## src/rtl/sc_fir_pkg.sv

```systemverilog
// Shared types and constants for the stochastic-computing FIR engine.
package sc_fir_pkg;

   localparam int unsigned N_DEF    = 32'd8;
   localparam int unsigned TAPS_DEF = 32'd4;
   localparam int unsigned W_DEF    = N_DEF + 32'd1;
   localparam int unsigned SEL_W_DEF = $clog2(TAPS_DEF);

   localparam logic [7:0] SEED_X_DEF = 8'h5A;
   localparam logic [7:0] SEED_C_DEF = 8'hC3;

   typedef enum logic [1:0] {
      IDLE = 2'd0,
      RUN  = 2'd1,
      DONE = 2'd2
   } state_e;

   // Maximal-length Fibonacci feedback masks (bit t-1 set for tap t), N = 4..12.
   function automatic logic [11:0] lfsr_taps(input int unsigned n);
      case (n)
         32'd4:   lfsr_taps = 12'h00C;
         32'd5:   lfsr_taps = 12'h014;
         32'd6:   lfsr_taps = 12'h030;
         32'd7:   lfsr_taps = 12'h060;
         32'd8:   lfsr_taps = 12'h0B8;
         32'd9:   lfsr_taps = 12'h110;
         32'd10:  lfsr_taps = 12'h240;
         32'd11:  lfsr_taps = 12'h500;
         32'd12:  lfsr_taps = 12'h829;
         default: lfsr_taps = 12'h000;
      endcase
   endfunction

endpackage

```

## src/rtl/sc_fir_engine_rng.sv

```systemverilog
// N-bit LFSR random source with zero-state insertion: each 2^N-step period
// visits every value 0..2^N-1 exactly once.
module sc_rng
   import sc_fir_pkg::*;
#(
   parameter int unsigned  N    = N_DEF,
   parameter logic [N-1:0] SEED = {{(N-1){1'b0}}, 1'b1}
) (
   input  logic         clock,
   input  logic         reset_n,
   input  logic         en,
   output logic [N-1:0] r
);

   localparam logic [11:0]  TAP_ALL = lfsr_taps(N);
   localparam logic [N-1:0] MASK    = TAP_ALL[N-1:0];

   logic [N-1:0] state_q;
   logic [N-1:0] state_d;
   logic         fb_s;

   // The all-zero low-bits term diverts 100..0 -> 0 -> 00..01, splicing zero into the cycle.
   always_comb begin
      fb_s = (^(state_q & MASK)) ^ (state_q[N-2:0] == {(N-1){1'b0}});
      if (en) begin
         state_d = {state_q[N-2:0], fb_s};
      end else begin
         state_d = state_q;
      end
   end

   always_ff @(posedge clock or negedge reset_n) begin
      if (!reset_n) begin
         state_q <= SEED;
      end else begin
         state_q <= state_d;
      end
   end

   assign r = state_q;

endmodule

```

## src/rtl/sc_fir_engine.sv

```systemverilog
// Stochastic FIR engine: one sample per handshake, one 2^N-cycle bitstream
// window of SNG compare, per-tap multiply and MUX-scaled addition per sample.
module sc_fir_engine
   import sc_fir_pkg::*;
#(
   parameter int unsigned N       = N_DEF,
   parameter int unsigned TAPS    = TAPS_DEF,
   parameter bit          BIPOLAR = 1'b0,
   parameter logic [7:0]  SEED_X  = SEED_X_DEF,
   parameter logic [7:0]  SEED_C  = SEED_C_DEF
) (
   input  logic                  clock,
   input  logic                  reset_n,
   input  logic                  clear,
   input  logic [N:0]            in,
   input  logic                  in_valid,
   output logic                  in_ready,
   input  logic [TAPS*(N+1)-1:0] coef,
   output logic [N:0]            out,
   output logic                  out_valid
);

   localparam int unsigned W     = N + 32'd1;
   localparam int unsigned SEL_W = $clog2(TAPS);

   state_e                   state_q, state_d;
   logic [TAPS-1:0][W-1:0]   dl_q, dl_d;
   logic [TAPS-1:0][W-1:0]   coef_q, coef_d;
   logic [N-1:0]             win_q, win_d;
   logic [W-1:0]             cnt_q, cnt_d;
   logic [W-1:0]             out_q, out_d;
   logic                     in_ready_q, in_ready_d;
   logic                     out_valid_q, out_valid_d;

   logic [N-1:0]             r_x_s, r_c_s;
   logic [TAPS-1:0]          x_s, c_s, p_s;
   logic                     run_s, accept_s;

   assign run_s    = (state_q == RUN);
   assign accept_s = (state_q == IDLE) && in_valid && in_ready_q;

   sc_rng #(.N(N), .SEED(N'(SEED_X))) u_rng_x (
      .clock   (clock),
      .reset_n (reset_n),
      .en      (run_s),
      .r       (r_x_s)
   );

   sc_rng #(.N(N), .SEED(N'(SEED_C))) u_rng_c (
      .clock   (clock),
      .reset_n (reset_n),
      .en      (run_s),
      .r       (r_c_s)
   );

   // Per-tap stochastic number generation and multiply.
   always_comb begin
      for (int k = 0; k < TAPS; k++) begin
         x_s[k] = dl_q[k] > {1'b0, r_x_s};
         c_s[k] = coef_q[k] > {1'b0, r_c_s};
         if (BIPOLAR) begin
            p_s[k] = ~(x_s[k] ^ c_s[k]);
         end else begin
            p_s[k] = x_s[k] & c_s[k];
         end
      end
   end

   // Window sequencing; clear is applied before the accepted sample shifts in.
   always_comb begin
      state_d     = state_q;
      dl_d        = dl_q;
      coef_d      = coef_q;
      win_d       = win_q;
      cnt_d       = cnt_q;
      out_d       = out_q;
      out_valid_d = 1'b0;
      case (state_q)
         IDLE: begin
            if (clear) begin
               dl_d = {(TAPS*W){1'b0}};
            end else begin
               dl_d = dl_q;
            end
            if (accept_s) begin
               dl_d    = {dl_d[TAPS-2:0], in};
               coef_d  = coef;
               win_d   = {N{1'b0}};
               cnt_d   = {W{1'b0}};
               state_d = RUN;
            end else begin
               state_d = IDLE;
            end
         end
         RUN: begin
            cnt_d = cnt_q + {{N{1'b0}}, p_s[win_q[SEL_W-1:0]]};
            win_d = win_q + {{(N-1){1'b0}}, 1'b1};
            if (win_q == {N{1'b1}}) begin
               state_d = DONE;
            end else begin
               state_d = RUN;
            end
         end
         DONE: begin
            out_d       = cnt_q;
            out_valid_d = 1'b1;
            state_d     = IDLE;
         end
         default: begin
            state_d = IDLE;
         end
      endcase
      in_ready_d = (state_d == IDLE);
   end

   always_ff @(posedge clock or negedge reset_n) begin
      if (!reset_n) begin
         state_q     <= IDLE;
         dl_q        <= {(TAPS*W){1'b0}};
         coef_q      <= {(TAPS*W){1'b0}};
         win_q       <= {N{1'b0}};
         cnt_q       <= {W{1'b0}};
         out_q       <= {W{1'b0}};
         in_ready_q  <= 1'b1;
         out_valid_q <= 1'b0;
      end else begin
         state_q     <= state_d;
         dl_q        <= dl_d;
         coef_q      <= coef_d;
         win_q       <= win_d;
         cnt_q       <= cnt_d;
         out_q       <= out_d;
         in_ready_q  <= in_ready_d;
         out_valid_q <= out_valid_d;
      end
   end

   assign in_ready  = in_ready_q;
   assign out       = out_q;
   assign out_valid = out_valid_q;

endmodule

```

## config.mk

```make
export PLATFORM = sky130hd
export DESIGN_NAME = sc_fir_engine
export DESIGN_NICKNAME = d
export VERILOG_FILES = /design/src/rtl/sc_fir_pkg.sv /design/src/rtl/sc_fir_engine_rng.sv /design/src/rtl/sc_fir_engine.sv
export SDC_FILE = /design/constraint.sdc
export NUM_CORES = 1
export LEC_CHECK = 0
export ABC_AREA = 1
export ABC_CLOCK_PERIOD_IN_PS = 4900
export CAP_MARGIN = 40
export CORE_MARGIN = 5
export CORE_UTILIZATION = 45
export CTS_CLUSTER_SIZE = 28
export DETAILED_ROUTE_END_ITERATION = 8
export HOLD_SLACK_MARGIN = 0.1
export MAX_ROUTING_LAYER = met4
export PLACE_DENSITY = 0.74
export SKIP_CTS_REPAIR_TIMING = 1
export SYNTH_ARGS = -nofsm -noshare
export SYNTH_HDL_FRONTEND = slang
export SYNTH_HIERARCHICAL = 1
export SYNTH_SLANG_ARGS = --single-unit
```

## constraint.sdc

```tcl
create_clock -name clock -period 4.9 [get_ports clock]
set_clock_uncertainty 0.1 [all_clocks]
set_input_delay 0.49 -clock clock [delete_from_list [all_inputs] [get_ports clock]]
set_output_delay 0.49 -clock clock [all_outputs]
set_load 0.01 [all_outputs]
```

# --- After elaboration in Yosys (flattened, before gate mapping) ---
# Index checks and enable logic that the tools add are counted.
op_classes:
  n_addsub: 2
  order_cmp: 9
  n_eq_ne: 4
  n_mux: 12
  bitwise_logic: 6
  reduce_logical: 13
op_table:
  columns: ["operator", "count"]
  rows:
  - ["> comparator 9 x 8 -> 1 bit", 8]
  - ["two-way mux 36 bit", 2]
  - ["one-hot mux 9 bit (2 select lines)", 1]
  - ["one-hot mux 8 bit (2 select lines)", 1]
  - ["parity 8 bit", 2]
  - ["zero test 7 bit", 2]
  - ["adder 9 x 1 -> 9 bit", 1]
  - ["two-way mux 9 bit", 1]
  - ["adder 8 x 1 -> 8 bit, second input constant", 1]
  - ["== test 8 bit, second input constant", 1]
  - ["two-way mux 8 bit", 1]
  - ["AND reduction 2 bit", 3]
  - ["bitwise AND 1 bit", 4]
  - ["zero test 2 bit", 2]
  - ["one-hot mux 2 bit (2 select lines)", 1]
  - ["nonzero test 2 bit", 2]
  - ["less-than comparator 2 x 3 -> 1 bit, second input constant", 1]
  - ["two-way mux 1 bit", 3]
  - ["binary-select mux 1 bit (select 2 bit)", 1]
  - ["== test 2 x 1 -> 1 bit, second input constant", 1]
  - ["== test 2 bit, second input constant", 1]
  - ["logical AND 1 bit", 2]
  - ["two-way mux 2 bit", 1]
  - ["inequality test 2 bit, second input constant", 1]
  - ["XOR 1 bit", 2]
word_totals:
  regBits: 118
  out_inout_bits: 11
  word_cells: 62

# --- Longest topological paths before layout ---
depth:
  word_depth: 6
  ltp_mapped: 24
  ltp_nobuf: 24

# --- Cells and area by module ---
# Netlist, hierarchy kept.
by_module_without_submodules:
  columns: ["mod", "n_inst", "cells_each", "area_each_um2"]
  rows:
  - ["sc_fir_engine", 1, 761, 5984.5]
  - ["sc_rng (u_rng_x)", 1, 51, 397.9]
  - ["sc_rng (u_rng_c)", 1, 42, 362.8]

# --- Least setup slack after synthesis ---
# No wires, ideal clock.
synth_timing:
  kind: "register to register"
  startpoint: "register u_rng_c.state_q[7] (netlist: u_rng_c/r[7])"
  endpoint: "register cnt_q[8]"
  setup_time_ns: 0.120
  t_arrival_ns: 2.499
  required_time_ns: 4.680
  path_slack_ns: 2.181
  path_stages_with_launch: 22
  period_less_slack_ns: 2.719
  cell_sequence: "dfstp_2 -> inv_1 -> ha_1 -> nand2_1 -> nor2_1 -> nand3b_1 -> nand3_1 -> nand3_1 -> nand3_1 -> nand2_1 -> inv_1 -> ha_1 -> ha_1 -> nand2_1 -> inv_1 -> nand2_1 -> nor2_1 -> nand2_1 -> nor2_1 -> nand3_1 -> o21ai_0 -> inv_1"
synth_via:
  elab_chain_cells: 6
  elab_cells_between_ends: 12
  classes_between: "1 x add/sub; 4 x order compare; 3 x mux; 4 x bitwise"
synth_rtl:
  columns: ["item", "line_no", "text"]
  rows:
  - ["from (decl)", "sc_fir_engine_rng.sv:18", "logic [N-1:0] state_q;"]
  - ["from (signal assigned)", "sc_fir_engine_rng.sv:36", "state_q <= state_d;"]
  - ["> comparator 9 x 8 -> 1 bit", "sc_fir_engine.sv:60", "c_s[k] = coef_q[k] > {1'b0, r_c_s};"]
  - ["bitwise AND 1 bit", "sc_fir_engine.sv:64", "p_s[k] = x_s[k] & c_s[k];"]
  - ["binary-select mux 1 bit (select 2 bit) *", "sc_fir_engine.sv:96", "cnt_d = cnt_q + {{N{1'b0}}, p_s[win_q[SEL_W-1:0]]};"]
  - ["two-way mux 1 bit (implied by the code) *", "sc_fir_engine.sv:96", null]
  - ["adder 9 x 1 -> 9 bit *", "sc_fir_engine.sv:96", null]
  - ["one-hot mux 9 bit (2 select lines) *", "sc_fir_engine.sv:78", "case (state_q)"]
  - ["to (signal assigned)", "sc_fir_engine.sv:122", "cnt_q <= {W{1'b0}};"]
  - ["to (signal assigned)", "sc_fir_engine.sv:131", "cnt_q <= cnt_d;"]
  - ["to (decl)", "sc_fir_engine.sv:30", "logic [W-1:0] cnt_q, cnt_d;"]
# Mark *: on every way between the ends. The rest lies on a longest branch, timed or not. The select of a mux whose other input is x is not followed.
# A chain may end at the register's enable or synchronous reset.

# --- Worst setup path after layout ---
# Same ends and word-level chain as after synthesis.

==> out/qor_table.md <==
| Parameter | Value |
|:---|:---|
| Slowest CP cell | dfstp_2 |
| Number of levels the H-tree was split into | 4 |
| Ordered list of cells on the worst path | inv_1, ha_1, nand2_1, nor2_1, nand3b_1, nand3_1, nand3_1, nand3_1, nand2_1, inv_1, ha_1, ha_1, nand2_1, inv_1, nand2_1, nor2_1, nand2_1, nor2_1, nand3_1, o21ai_0, inv_1 |
| Iteration count of the initial detailed-routing pass | 5 |
| Static leakage power | 4.115 nW |
| Arrival time of the worst setup path | 3.36 ns |
| Overall power consumption | 2.535 mW |
| Insertion delay of the later-clocked pin in the worst-skew pair | 0.42 ns |
| Max-slew violation count | 0 |
| Required arrival time at the worst endpoint | 5.10 ns |
| Most used cell, CP | nand2_1 |
| Post-DR wirelength/cell | 13.98 um |
| HP Class | flip-flop to flip-flop |
| Min Hold Slack | 0.3768 ns |
| Transition at the pin with the smallest max-transition slack | 0.8737 ns |
| Cell Rows | 44 |
| Num ports | 60 |
| Pin count of the biggest net entering global routing | 56 |
| Total negative slack | 0 ns |
| Element type at the critical path start | flip-flop |
| Detailed router's first-iteration violation count | 456 |
| Initial standard-cell utilization of the core | 46.06% |
| Most common flop cell mapped by yosys | dfrtp_1 |
| Portion of synthesized cell area occupied by the leading cell type | 40.44% |
| Area added between synthesis and finish | 20.42% |
| Setup repair after global routing missed its margin | no |
| Overall global routing resource usage | 18.86% |
| Power density cells | 312.0 nW/um^2 |
| Remaining max-slew budget at the tightest pin | 41.67% |
| Clock slew seen by the registers of the worst setup and hold paths | 0.05 ns |
| Status | completed |
| Antenna fix cells | 0 |
| Setup crit end kind | flip-flop |
| Synth cell types | 34 |
| Total Die Area | 17540 sq um |
| Number of synthesis warnings | 6 |
| Aggregate routed wire length | 15550 um |
| Netlist Area Pre-Place | 6745 sq um |
| Final period util | 64.46% |
| Synthesized netlist cell count | 854 |
| Crit path time final | 3.158 ns |
| Avg Inst Size Synth | 7.898 sq um |
| Number of vias after detailed routing | 5617 |
| Crit-path max cell delay | 0.55 ns |
| Met1 track demand over resource | 24.42% |
| Number of maximum-capacitance constraint violations | 0 |
| Share of cells above drive strength 1 | 6.034% |
| Cell types occupying the most area after synthesis | dfrtp_1 (40%), nand2_1 (16%), ha_1 (13%) |
| HPWL after detailed placement | 11120 um |
| Net count after synthesis | 972 |
| Horiz. Die Dim | 132.4 um |
| Inserted Clock Buffers | 17 |
| Antenna violations before repair | 0 |
| Crit Path Class | flip-flop to flip-flop |
| Largest buffer count on any clock path | 2 |
| FFs w/ async S/R, synth | 100.0% |
| Number of enable flip-flop cells after synthesis | 0 |
| Highest attainable clock frequency | 316.6 MHz |
| Clk Tree Root Cell | clkbuf_16 |
| GP Congestion | 0.8586 |
| Sequential element share of the synthesized area | 43.94% |
| Remaining antenna violation count | 0 |
| Final layout net count | 1033 |
| Clock sink count | 118 |
| Setup-violating endpoint count in the final report | 0 |
| Y dimension of the die | 132.4 um |
| Port buffer count | 59 |
| Synth Register Bits | 118 |
| Post-route DRC | 0 |
| Wire length of the first global-routing pass | 26090 um |
| Dominant cell by count in the synthesized netlist | nand2_1 |
| Leading post-synthesis cells by instance count | nand2_1 (290), inv_1 (112), dfrtp_1 (109) |
| TritonCTS clock tree | yes |
| Most utilized layer in the global route result | met2 |
| Placeable core region | 14640 sq um |
| Number of hold-slack violations in the final timing report | 0 |
| Met3 usage | 4.632% |
| Critical path peak fanout | 4 |
| GR Util met2 | 29.50% |
| Remaining global-route overflow | 0 |
| Vias/cell | 5.051 |
| VDD IR-drop max | 0.0002502 V |
| Number of global-route vias before repair | 5338 |
| Post-synthesis cell type with the largest combined area | dfrtp_1 |
-- layer usage --
layer / wire [um] / up-vias
li1: - / 2864
met1: 7280 / 2582
met2: 7201 / 146
met4: 243 / 0
met3: 825 / 25
met5: 0 / -
-- sequential cells by signal, summed over array words and instances, names as in the netlist --
register,flops
cnt_q,9
coef_q,36
dl_q,36
in_ready,1
out,9
out_valid,1
state_q,2
u_rng_c/r,8
u_rng_x/r,8
win_q,8
-- final timing paths --
path	from	to	slack, ns	cells past startpoint
setup / recovery	u_rng_c/r[7]$_DFFE_PN1P_	cnt_q[8]$_DFFE_PN0P_	1.74	21
hold / removal	out[7]$_DFFE_PN0P_	out[7]$_DFFE_PN0P_	0.38	2
setup reg to reg	u_rng_c/r[7]$_DFFE_PN1P_	cnt_q[8]$_DFFE_PN0P_	1.74	21
hold reg to reg	out[7]$_DFFE_PN0P_	out[7]$_DFFE_PN0P_	0.38	2
max in group asynchronous	reset_n	dl_q[3]$_DFFE_PN0P_	3.44	3
min in group asynchronous	reset_n	dl_q[12]$_DFFE_PN0P_	0.46	2
-- layout make-up --
| cell class | count | area, sq um |
|---|---|---|
| Multi-Input combinational cell | 597 | 3219 |
| Clock inverter | 8 | 123.9 |
| Tap cell | 184 | 230.2 |
| Timing Repair Buffer | 65 | 655.6 |
| Clock buffer | 24 | 491.7 |
| Inverter | 116 | 437.9 |
| Sequential cell | 118 | 2964 |
| Fill cell | 1325 | 6521 |
-- power by group --
group	switching, mW	leakage [nW]	internal (mW)	total, mW
registers	0.0301	1.37	1.02	1.05
clock network	0.433	0.296	0.852	1.29
logic	0.111	2.45	0.0907	0.202
-- per-stage QoR --
step,setup WS [ns],utilization [%],instance area [sq um],std cells
after global routing,1.374,55.47,8123,1112
after detailed placement,1.798,51.20,7497,1079
final,1.742,55.47,8123,1112
after CTS,1.719,55.40,8113,1111
after floorplan,2.181,-,6745,854
after global placement,1.849,51.01,7470,1078
-- cell families after synthesis --
family / count (synthesis) / share of synthesized area (%)
fa+ha+maj: 69 / 12.80
compound gates: 108 / 9.460
mux: 1 / 0.1484
xor+xnor: 2 / 0.2597
simple gates: 417 / 25.02
flops: 118 / 43.94
buf+inv: 139 / 8.366
-- critical path, delay by kind of cell (launching register included) --
| family | cells | cell delay [ns] |
|---|---|---|
| AO/OA/AOI/OAI | 1 | 0.15 |
| adder cells (fa/ha/maj) | 3 | 0.64 |
| buffers and inverters | 4 | 0.31 |
| flip-flops | 1 | 0.55 |
| AND/OR/NAND/NOR | 13 | 1.30 |
-- cells in the final DEF (no fill, tap or decap), types with 2 or more instances in the layout --
cell and n:
nor2_2 2, nor3_1 4, o21ai_0 50, clkbuf_16 17
o22ai_1 15, buf_4 5, nand3_1 41, a21oi_1 17
dfrtp_1 109, ha_1 69, clkbuf_1 3, bufinv_16 3
clkbuf_8 4, nor2_1 65, inv_1 112, o221ai_1 9
clkinvlp_4 2, dfstp_2 9, o211ai_1 14, nand3b_1 5
inv_2 2, nand4_1 3, nand2_1 290, or2_2 4
clkinv_2 2, clkdlybuf4s50_1 58
(Power assumes the default switching activity.)
